`config.mk`:
```
export PLATFORM = sky130hd
export DESIGN_NAME = pipe_ctrl
export DESIGN_NICKNAME = d
export VERILOG_FILES = /design/src/rtl/pipe_ctrl.sv
export SDC_FILE = /design/constraint.sdc
export NUM_CORES = 1
export LEC_CHECK = 0
export ABC_AREA = 1
export BUFFER_PORTS_ARGS = -buffer_cell sky130_fd_sc_hd__buf_2
export CORE_ASPECT_RATIO = 0.9
export CORE_UTILIZATION = 55
export CTS_CLUSTER_DIAMETER = 120
export CTS_CLUSTER_SIZE = 10
export DETAILED_ROUTE_END_ITERATION = 8
export PLACE_DENSITY = 0.86
export SLEW_MARGIN = 20
export SYNTH_ARGS = -nofsm -noshare
export SYNTH_HDL_FRONTEND = slang
export SYNTH_SLANG_ARGS = --single-unit
```
`constraint.sdc`:
```
create_clock -name clk -period 2.8 [get_ports clk]
set_input_delay 0.28 -clock clk [delete_from_list [all_inputs] [get_ports clk]]
set_output_delay 0.28 -clock clk [all_outputs]
set_load 0.005 [all_outputs]
```
`src/rtl/pipe_ctrl.sv`:
```
// Pipeline stall controller: per-stage stall vector, debug halt/step sequencer,
// stall-cycle performance counter and stuck-stall watchdog.
module pipe_ctrl #(
    parameter int unsigned DRAIN_CYCLES = 4,
    parameter int unsigned TO_W         = 8,
    parameter int unsigned CNT_W        = 16
) (
    input  logic             clk,
    input  logic             rst,
    input  logic             stallreq_id,
    input  logic             stallreq_ex,
    input  logic             dbg_halt_req,
    input  logic             dbg_step,
    output logic [5:0]       stall_o,
    output logic             halted_o,
    output logic             step_done_o,
    output logic [CNT_W-1:0] stall_cnt_o,
    output logic             timeout_o
);

    localparam int unsigned DC_W = 4;

    typedef enum logic [1:0] {
        S_RUN    = 2'd0,
        S_DRAIN  = 2'd1,
        S_HALTED = 2'd2,
        S_STEP   = 2'd3
    } state_e;

    state_e            state_q, state_d;
    logic [DC_W-1:0]   drain_q, drain_d;
    logic              step_done_q, step_done_d;
    logic [CNT_W-1:0]  cnt_q, cnt_d;
    logic [TO_W-1:0]   wd_q, wd_d;
    logic              timeout_q, timeout_d;
    logic [5:0]        p_stall_c;
    logic [5:0]        stall_c;
    logic              advance_c;
    logic              req_any_c;

    // EX requests freeze one stage deeper than ID and take priority
    always_comb begin
        p_stall_c = 6'b000000;
        if (stallreq_ex) begin
            p_stall_c = 6'b001111;
        end else if (stallreq_id) begin
            p_stall_c = 6'b000111;
        end
    end

    assign advance_c = (p_stall_c == 6'b000000);
    assign req_any_c = stallreq_id | stallreq_ex;

    always_ff @(posedge clk or posedge rst) begin
        if (rst) begin
            state_q <= S_RUN;
        end else begin
            state_q <= state_d;
        end
    end

    always_comb begin
        state_d     = state_q;
        drain_d     = drain_q;
        step_done_d = 1'b0;
        case (state_q)
            S_RUN: begin
                if (dbg_halt_req) begin
                    state_d = S_DRAIN;
                    drain_d = DC_W'(DRAIN_CYCLES - 1);
                end
            end
            S_DRAIN: begin
                if (!dbg_halt_req) begin
                    state_d = S_RUN;
                end else if (advance_c) begin
                    if (drain_q == '0) begin
                        state_d = S_HALTED;
                    end else begin
                        drain_d = drain_q - DC_W'(1);
                    end
                end
            end
            S_HALTED: begin
                if (!dbg_halt_req) begin
                    state_d = S_RUN;
                end else if (dbg_step) begin
                    state_d = S_STEP;
                end
            end
            S_STEP: begin
                if (!dbg_halt_req) begin
                    state_d = S_RUN;
                end else if (advance_c) begin
                    state_d     = S_HALTED;
                    step_done_d = 1'b1;
                end
            end
            default: state_d = S_RUN;
        endcase
    end

    // Drain freezes only the front end so in-flight instructions retire
    always_comb begin
        stall_c = p_stall_c;
        case (state_q)
            S_DRAIN:  stall_c = p_stall_c | 6'b000011;
            S_HALTED: stall_c = 6'b111111;
            default:  stall_c = p_stall_c;
        endcase
    end

    assign stall_o  = rst ? 6'b000000 : stall_c;
    assign halted_o = (state_q == S_HALTED);

    always_comb begin
        cnt_d = cnt_q;
        if ((state_q == S_RUN) && stall_c[0] && (cnt_q != {CNT_W{1'b1}})) begin
            cnt_d = cnt_q + CNT_W'(1);
        end
        wd_d = wd_q;
        if (state_q != S_HALTED) begin
            if (!req_any_c) begin
                wd_d = '0;
            end else if (wd_q != {TO_W{1'b1}}) begin
                wd_d = wd_q + TO_W'(1);
            end
        end
        timeout_d = timeout_q | (wd_d == {TO_W{1'b1}});
    end

    always_ff @(posedge clk or posedge rst) begin
        if (rst) begin
            drain_q     <= '0;
            step_done_q <= 1'b0;
            cnt_q       <= '0;
            wd_q        <= '0;
            timeout_q   <= 1'b0;
        end else begin
            drain_q     <= drain_d;
            step_done_q <= step_done_d;
            cnt_q       <= cnt_d;
            wd_q        <= wd_d;
            timeout_q   <= timeout_d;
        end
    end

    assign step_done_o = step_done_q;
    assign stall_cnt_o = cnt_q;
    assign timeout_o   = timeout_q;

endmodule

```
# Word level (Yosys, flattened, before mapping)

Cells that the tools add are included.

Bits in registers: 32
Input bits: 6
Logic and storage cells: 58

Add/subtract/negate cells: 3
Eq/ne operators: 15
Mux-type cells: 24
Bitwise operators: 2
Reduce and logical (&&, ||, !) cells: 8

Operators with widths:

| kind                                                                  | number |
|---|---|
| 8-bit 2-to-1 mux                                                      | 3 |
| 16-bit by 1-bit adder with 16-bit output, second input constant       | 1 |
| 2-bit 2-to-1 mux                                                      | 8 |
| 4-bit 2-to-1 mux                                                      | 4 |
| 16-bit inequality test, second input constant                         | 1 |
| 6-bit 2-to-1 mux                                                      | 2 |
| 3-bit inequality test, second input constant                          | 4 |
| 6-bit one-hot mux with 2 select lines                                 | 1 |
| 2-bit inequality test, second input constant                          | 5 |
| 5-bit AND reduction                                                   | 2 |
| 8-bit by 1-bit adder with 8-bit output, second input constant         | 1 |
| 8-bit equality test, second input constant                            | 1 |
| 8-bit inequality test, second input constant                          | 1 |
| 2-bit one-hot mux with 4 select lines                                 | 1 |
| 4-bit one-hot mux with 2 select lines                                 | 1 |
| 6-bit zero test                                                       | 1 |
| 2-bit equality test, second input constant                            | 2 |
| 4-bit zero test                                                       | 1 |
| 4-bit by 1-bit subtractor with 4-bit output, second input constant    | 1 |
| 1-bit 2-to-1 mux                                                      | 3 |
| 3-bit 2-to-1 mux                                                      | 1 |
| 2-bit by 1-bit equality test with 1-bit output, second input constant | 1 |
| 1-bit logical AND                                                     | 2 |
| 2-bit zero test                                                       | 1 |
| 2 further kinds                                                       | 3 |

# Logic depth before layout (Yosys ltp)

Depth after elaboration: 6
Depth in mapped cells: 12
Depth with buffers taken out: 12

# Least setup slack after synthesis

No wires, ideal clock.

Path kind: flip-flop to flip-flop
From: reg state_q[0]
To: reg timeout_q (netlist: timeout_o)
Library setup time: 65 ps
Data arrival time: 1608 ps
Data required time: 2735 ps
Setup slack: 1127 ps
Stages on the path, launching flop included: 12
Period minus slack after synthesis: 1673 ps
Path through: dfrtp_1 -> inv_1 -> ha_1 -> buf_4 -> clkinv_1 -> nand2_1 -> o21ai_0 -> nor2_2 -> nand2_1 -> nor2_1 -> nand2_1 -> nand2_1

Word-level cells in the longest chain between the ends: 4

Ends and longest elaborated chain:

| element                  | RTL line | source |
|---|---|---|
| start: declaration       | 30       | `state_e state_q, state_d;` |
| start signal: assignment | 58       | `state_q <= state_d;` |
| 2-bit inequality test    | 122      | `if (state_q != S_HALTED) begin` |
| 8-bit 2-to-1 mux         | 122      |  |
| via wd_d[4]              | 34       | `logic [TO_W-1:0] wd_q, wd_d;` |
| 8-bit equality test      | 129      | `timeout_d = timeout_q \| (wd_d == {TO_W{1'b1}});` |
| 1-bit bitwise OR         | 129      |  |
| via timeout_d            | 35       | `logic timeout_q, timeout_d;` |
| end signal: assignment   | 144      | `timeout_q <= timeout_d;` |
| end: declaration         | 35       |  |

The timed path passes the listed nets, and every way through them passes these cells.
A chain may end at the register's enable or synchronous reset.

# Final worst setup path

From: reg state_q[0]
To: reg cnt_q[2] (netlist: stall_cnt_o[2])

Word-level cells in the longest chain between the ends: 4

Ends and longest elaborated chain:

| element                                                                                      | RTL line | source |
|---|---|---|
| 2-bit equality test / 2-bit by 1-bit equality test with 1-bit output (equally long branches) | 106      | `case (state_q)` |
| 6-bit one-hot mux with 2 select lines                                                        | 106      |  |
| 1-bit logical AND (*) (2 in a row)                                                           | 118      | `if ((state_q == S_RUN) && stall_c[0] && (cnt_q != {CNT_W{1'b1}})) begin` |
| end signal: assignment                                                                       | 142      | `cnt_q <= cnt_d;` |
| end: declaration                                                                             | 33       | `logic [CNT_W-1:0] cnt_q, cnt_d;` |

Every way passes the cells marked *; elsewhere a longest branch is shown, timed or not.

==> flow_summary.json <==
{
  "gpl.final_weighted_congestion": 0.8916,
  "dpl.hpwl_um": 3251,
  "synth.yosys.seq_area_share_pct": 39.68,
  "via_count_of_the_first_global_routing_pass": 1625,
  "htree_levels": 2,
  "num_vias": 1764,
  "routedWlPerCell_um": 12.33,
  "cts_setup_buffers": 0,
  "clock-sinks": 32,
  "floorplan.core_area_mm2": 0.003428,
  "clkSlewWorstSetupHoldPaths_ns": 0.07,
  "io_buffers": 30,
  "die_h_um": 59.47,
  "final_min_period_over_clock_period_pct": 72.24,
  "critPathMostFrequentCell": "inv_1",
  "holdBufCountCts": 0,
  "final_nets": 311,
  "drtAntennaViolNets": 0,
  "critical_path_arrival_ns": 2.20,
  "final.min_clock_period_ns": 2.023,
  "power_density_relative_to_cell_area_mw_per_mm2": 838.9,
  "cts-root-buf": "clkbuf_8",
  "grt_max_degree": 33,
  "synthesis.instances": 263,
  "cts-buffers-inserted": 5,
  "maxSlewHeadroom_pct": 73.75,
  "crit_fanout": 13,
  "die_w_um": 65.85,
  "tightestPinTransition_ns": 0.3908,
  "post_synth_num_cell_types": 32,
  "routed_via_density": 5.173,
  "synth.ff_latch_count": 32,
  "post_synth_main_area_contributors": "dfrtp_1, nand2_1, inv_1",
  "post_synth_net_total": 278,
  "post-route-drc-count": 0,
  "number_of_primary_i_o_pins": 31,
  "synth.largest_area_cell": "dfrtp_1",
  "p_leak_nw": 1.146,
  "max-clock-path-buffers": 2,
  "number_of_maximum_capacitance_violations": 0,
  "synth_top_area_share_pct": 39.68,
  "core.rowCount": 20,
  "rsz0062_at_grt": "no",
  "finalClockSkew_ns": 0.004300,
  "crit_path_cell_trace": "inv_1, ha_1, inv_1, a21oi_1, o21ai_4, inv_2, nand2_1, xnor2_1",
  "slowest_cell_on_crit_path": "dfrtp_1",
  "grt_overflow_total": 0,
  "preCtsSetupSlack_ns": 0.8081,
  "worst_setup_slack_final_ns": 0.7773,
  "drive_above_1_share_pct": 18.86,
  "area_of_the_die_mm2": 0.003916,
  "cts_tree": "built",
  "clock_latency_ns": 0.29,
  "ir_worst_vdd_mv": 0.6336,
  "start_kind": "register",
  "drt_pre_antenna_iters": 4,
  "final-max-slew-violation-count": 0,
  "first_pass_grt_wire_length_um": 6962,
  "antenna_found_initial": 0,
  "detail_route.wirelength_um": 4204,
  "initial_core_util_pct": 58.87,
  "area_delta_synth_final_pct": 12.90,
  "setup-violations-final": 0,
  "hold_class": "primary input to async pin",
  "drt_iter0_markers": 99,
  "netlist_area_mm2": 0.002018,
  "timing.final.hold_violations": 0,
  "post_syn_area_per_cell_um2": 7.674,
  "fin_tns_setup_ns": 0,
  "num_antenna_cells": 0,
  "critical_path_required_ns": 2.97,
  "hold_slack_ns": 0.1113,
  "yosysWarningCount": 0,
  "worstSetupEndpointType": "register",
  "post_cts_resized": 0,
  "grtUsageTotal_pct": 24.44,
  "status": "complete, no violations",
  "fmaxAchievable_ghz": 0.4944,
  "path_class": "register to register",
  "r2r_cells": 8,
  "cpPeakStageDelay_ns": 0.41
}
[kinds of logic after synthesis]
| logic type | synth area share (%) |
|---|---|
| AND/OR/NAND/NOR | 28.27 |
| buffers and inverters | 8.927 |
| AO/OA/AOI/OAI | 10.60 |
| flip-flops | 39.68 |
| XOR/XNOR | 6.943 |
| adder cells (fa/ha/maj) | 5.580 |
[area by class of cell]
class / count / area [um2]
Timing Repair Buffer: 31 / 157.7
Fill cell: 299 / 1150
Clock buffer: 6 / 82.58
Inverter: 36 / 135.1
Tap cell: 44 / 55.05
Multi-Input combinational cell: 190 / 1037
Sequential cell: 32 / 800.8
Clock inverter: 2 / 10.01
[layout by cell type (no fill, tap or decap)]
cell and instances:
or2_4 1, clkbuf_8 6, ha_1 9, buf_2 30, a21oi_1 10, inv_2 2
or2_2 1, o21bai_1 2, nand2_2 2, o21ai_4 1, nor3_1 6, nor2_2 4
xor2_1 12, o31ai_1 1, a22oi_1 1, a31oi_1 1, o21ai_2 4, nor2_1 24
nor2_4 1, nor4_1 1, nand3b_1 2, a21oi_2 1, and2_1 1, o21ai_0 12
buf_4 1, nand3_1 13, inv_1 33, nand4_1 5, nand2_1 70, xnor2_1 4
dfrtp_1 32, clkinv_1 1, clkinv_2 2, o211ai_1 1
[where the power goes]
| part | switching, mW | internal, mW | total [mW] |
|---|---|---|---|
| registers | 0.129 | 0.584 | 0.713 |
| logic | 0.528 | 0.302 | 0.830 |
| clock network | 0.172 | 0.196 | 0.368 |
| total | 0.830 | 1.08 | 1.91 |
[through the flow]
step	total power [mW]	utilization (%)	std cells	area [um2]
CTS	1.923	66.46	341	2278
finish	1.911	66.46	341	2278
detailed placement	1.544	63.76	333	2186
floorplan	1.344	-	263	2018
global route	2.054	66.46	341	2278
global placement	1.501	63.76	333	2186
[path summary, 6_finish.rpt]
| path | startpoint | end | slack [ns] |
|---|---|---|---|
| worst max-delay path | state_q[0] | stall_cnt_o[2] | 0.78 |
| worst min-delay path | rst | wd_q[6] | 0.11 |
| worst max register to register | state_q[0] | stall_cnt_o[2] | 0.78 |
| worst min register to register | timeout_o | timeout_o | 0.47 |
| max in group asynchronous | rst | stall_cnt_o[14] | 2.41 |
| min in group clk | dbg_halt_req | step_done_o | 0.30 |
[metal layers]
layer | vias up | GRT usage (%) | routed length [um] | share of wire [%]
met5 | - | 0 | 0 | 0
met4 | 0 | 11.80 | 30 | 0.71
met3 | 4 | 4.808 | 191 | 4.5
met2 | 34 | 41.98 | 2141 | 51
met1 | 828 | 29.40 | 1841 | 44
li1 | 898 | - | - | -
[worst max-delay path: cells and delay by family, from the launching register on]
| family | cells | cell delay (ns) |
|---|---|---|
| AOI/OAI and AO/OA | 2 | 0.47 |
| and+or+nand+nor | 1 | 0.12 |
| xor gates and xnor gates | 1 | 0.14 |
| adders and majority gates | 1 | 0.32 |
| buffers and inverters | 3 | 0.45 |
| DFF | 1 | 0.41 |
[cell usage after synthesis]
library cell and instances:
dfrtp_1 32, a22oi_1 1, o21ai_2 4, a21oi_1 10, nand3_1 13, o21ai_4 1
ha_1 9, nor2_4 1, nand2_1 70, o31ai_1 1, o21ai_0 12, inv_2 2
nor2_2 4, o21bai_1 2, or2_4 1, nand4_1 5, nor3_1 6, clkinv_1 1
a31oi_1 1, a21oi_2 1, xnor2_1 4, nand2_2 2, and2_1 1, o211ai_1 1
nand3b_1 2, inv_1 33, buf_4 3, buf_6 2, or2_2 1, nor4_1 1
xor2_1 12, nor2_1 24
[flip-flops by register name, indices dropped and copies added (netlist names)]
name         count
stall_cnt_o     16
timeout_o        1
drain_q          4
wd_q             8
step_done_o      1
state_q          2
No activity file was read; power rests on OpenSTA's default activity.
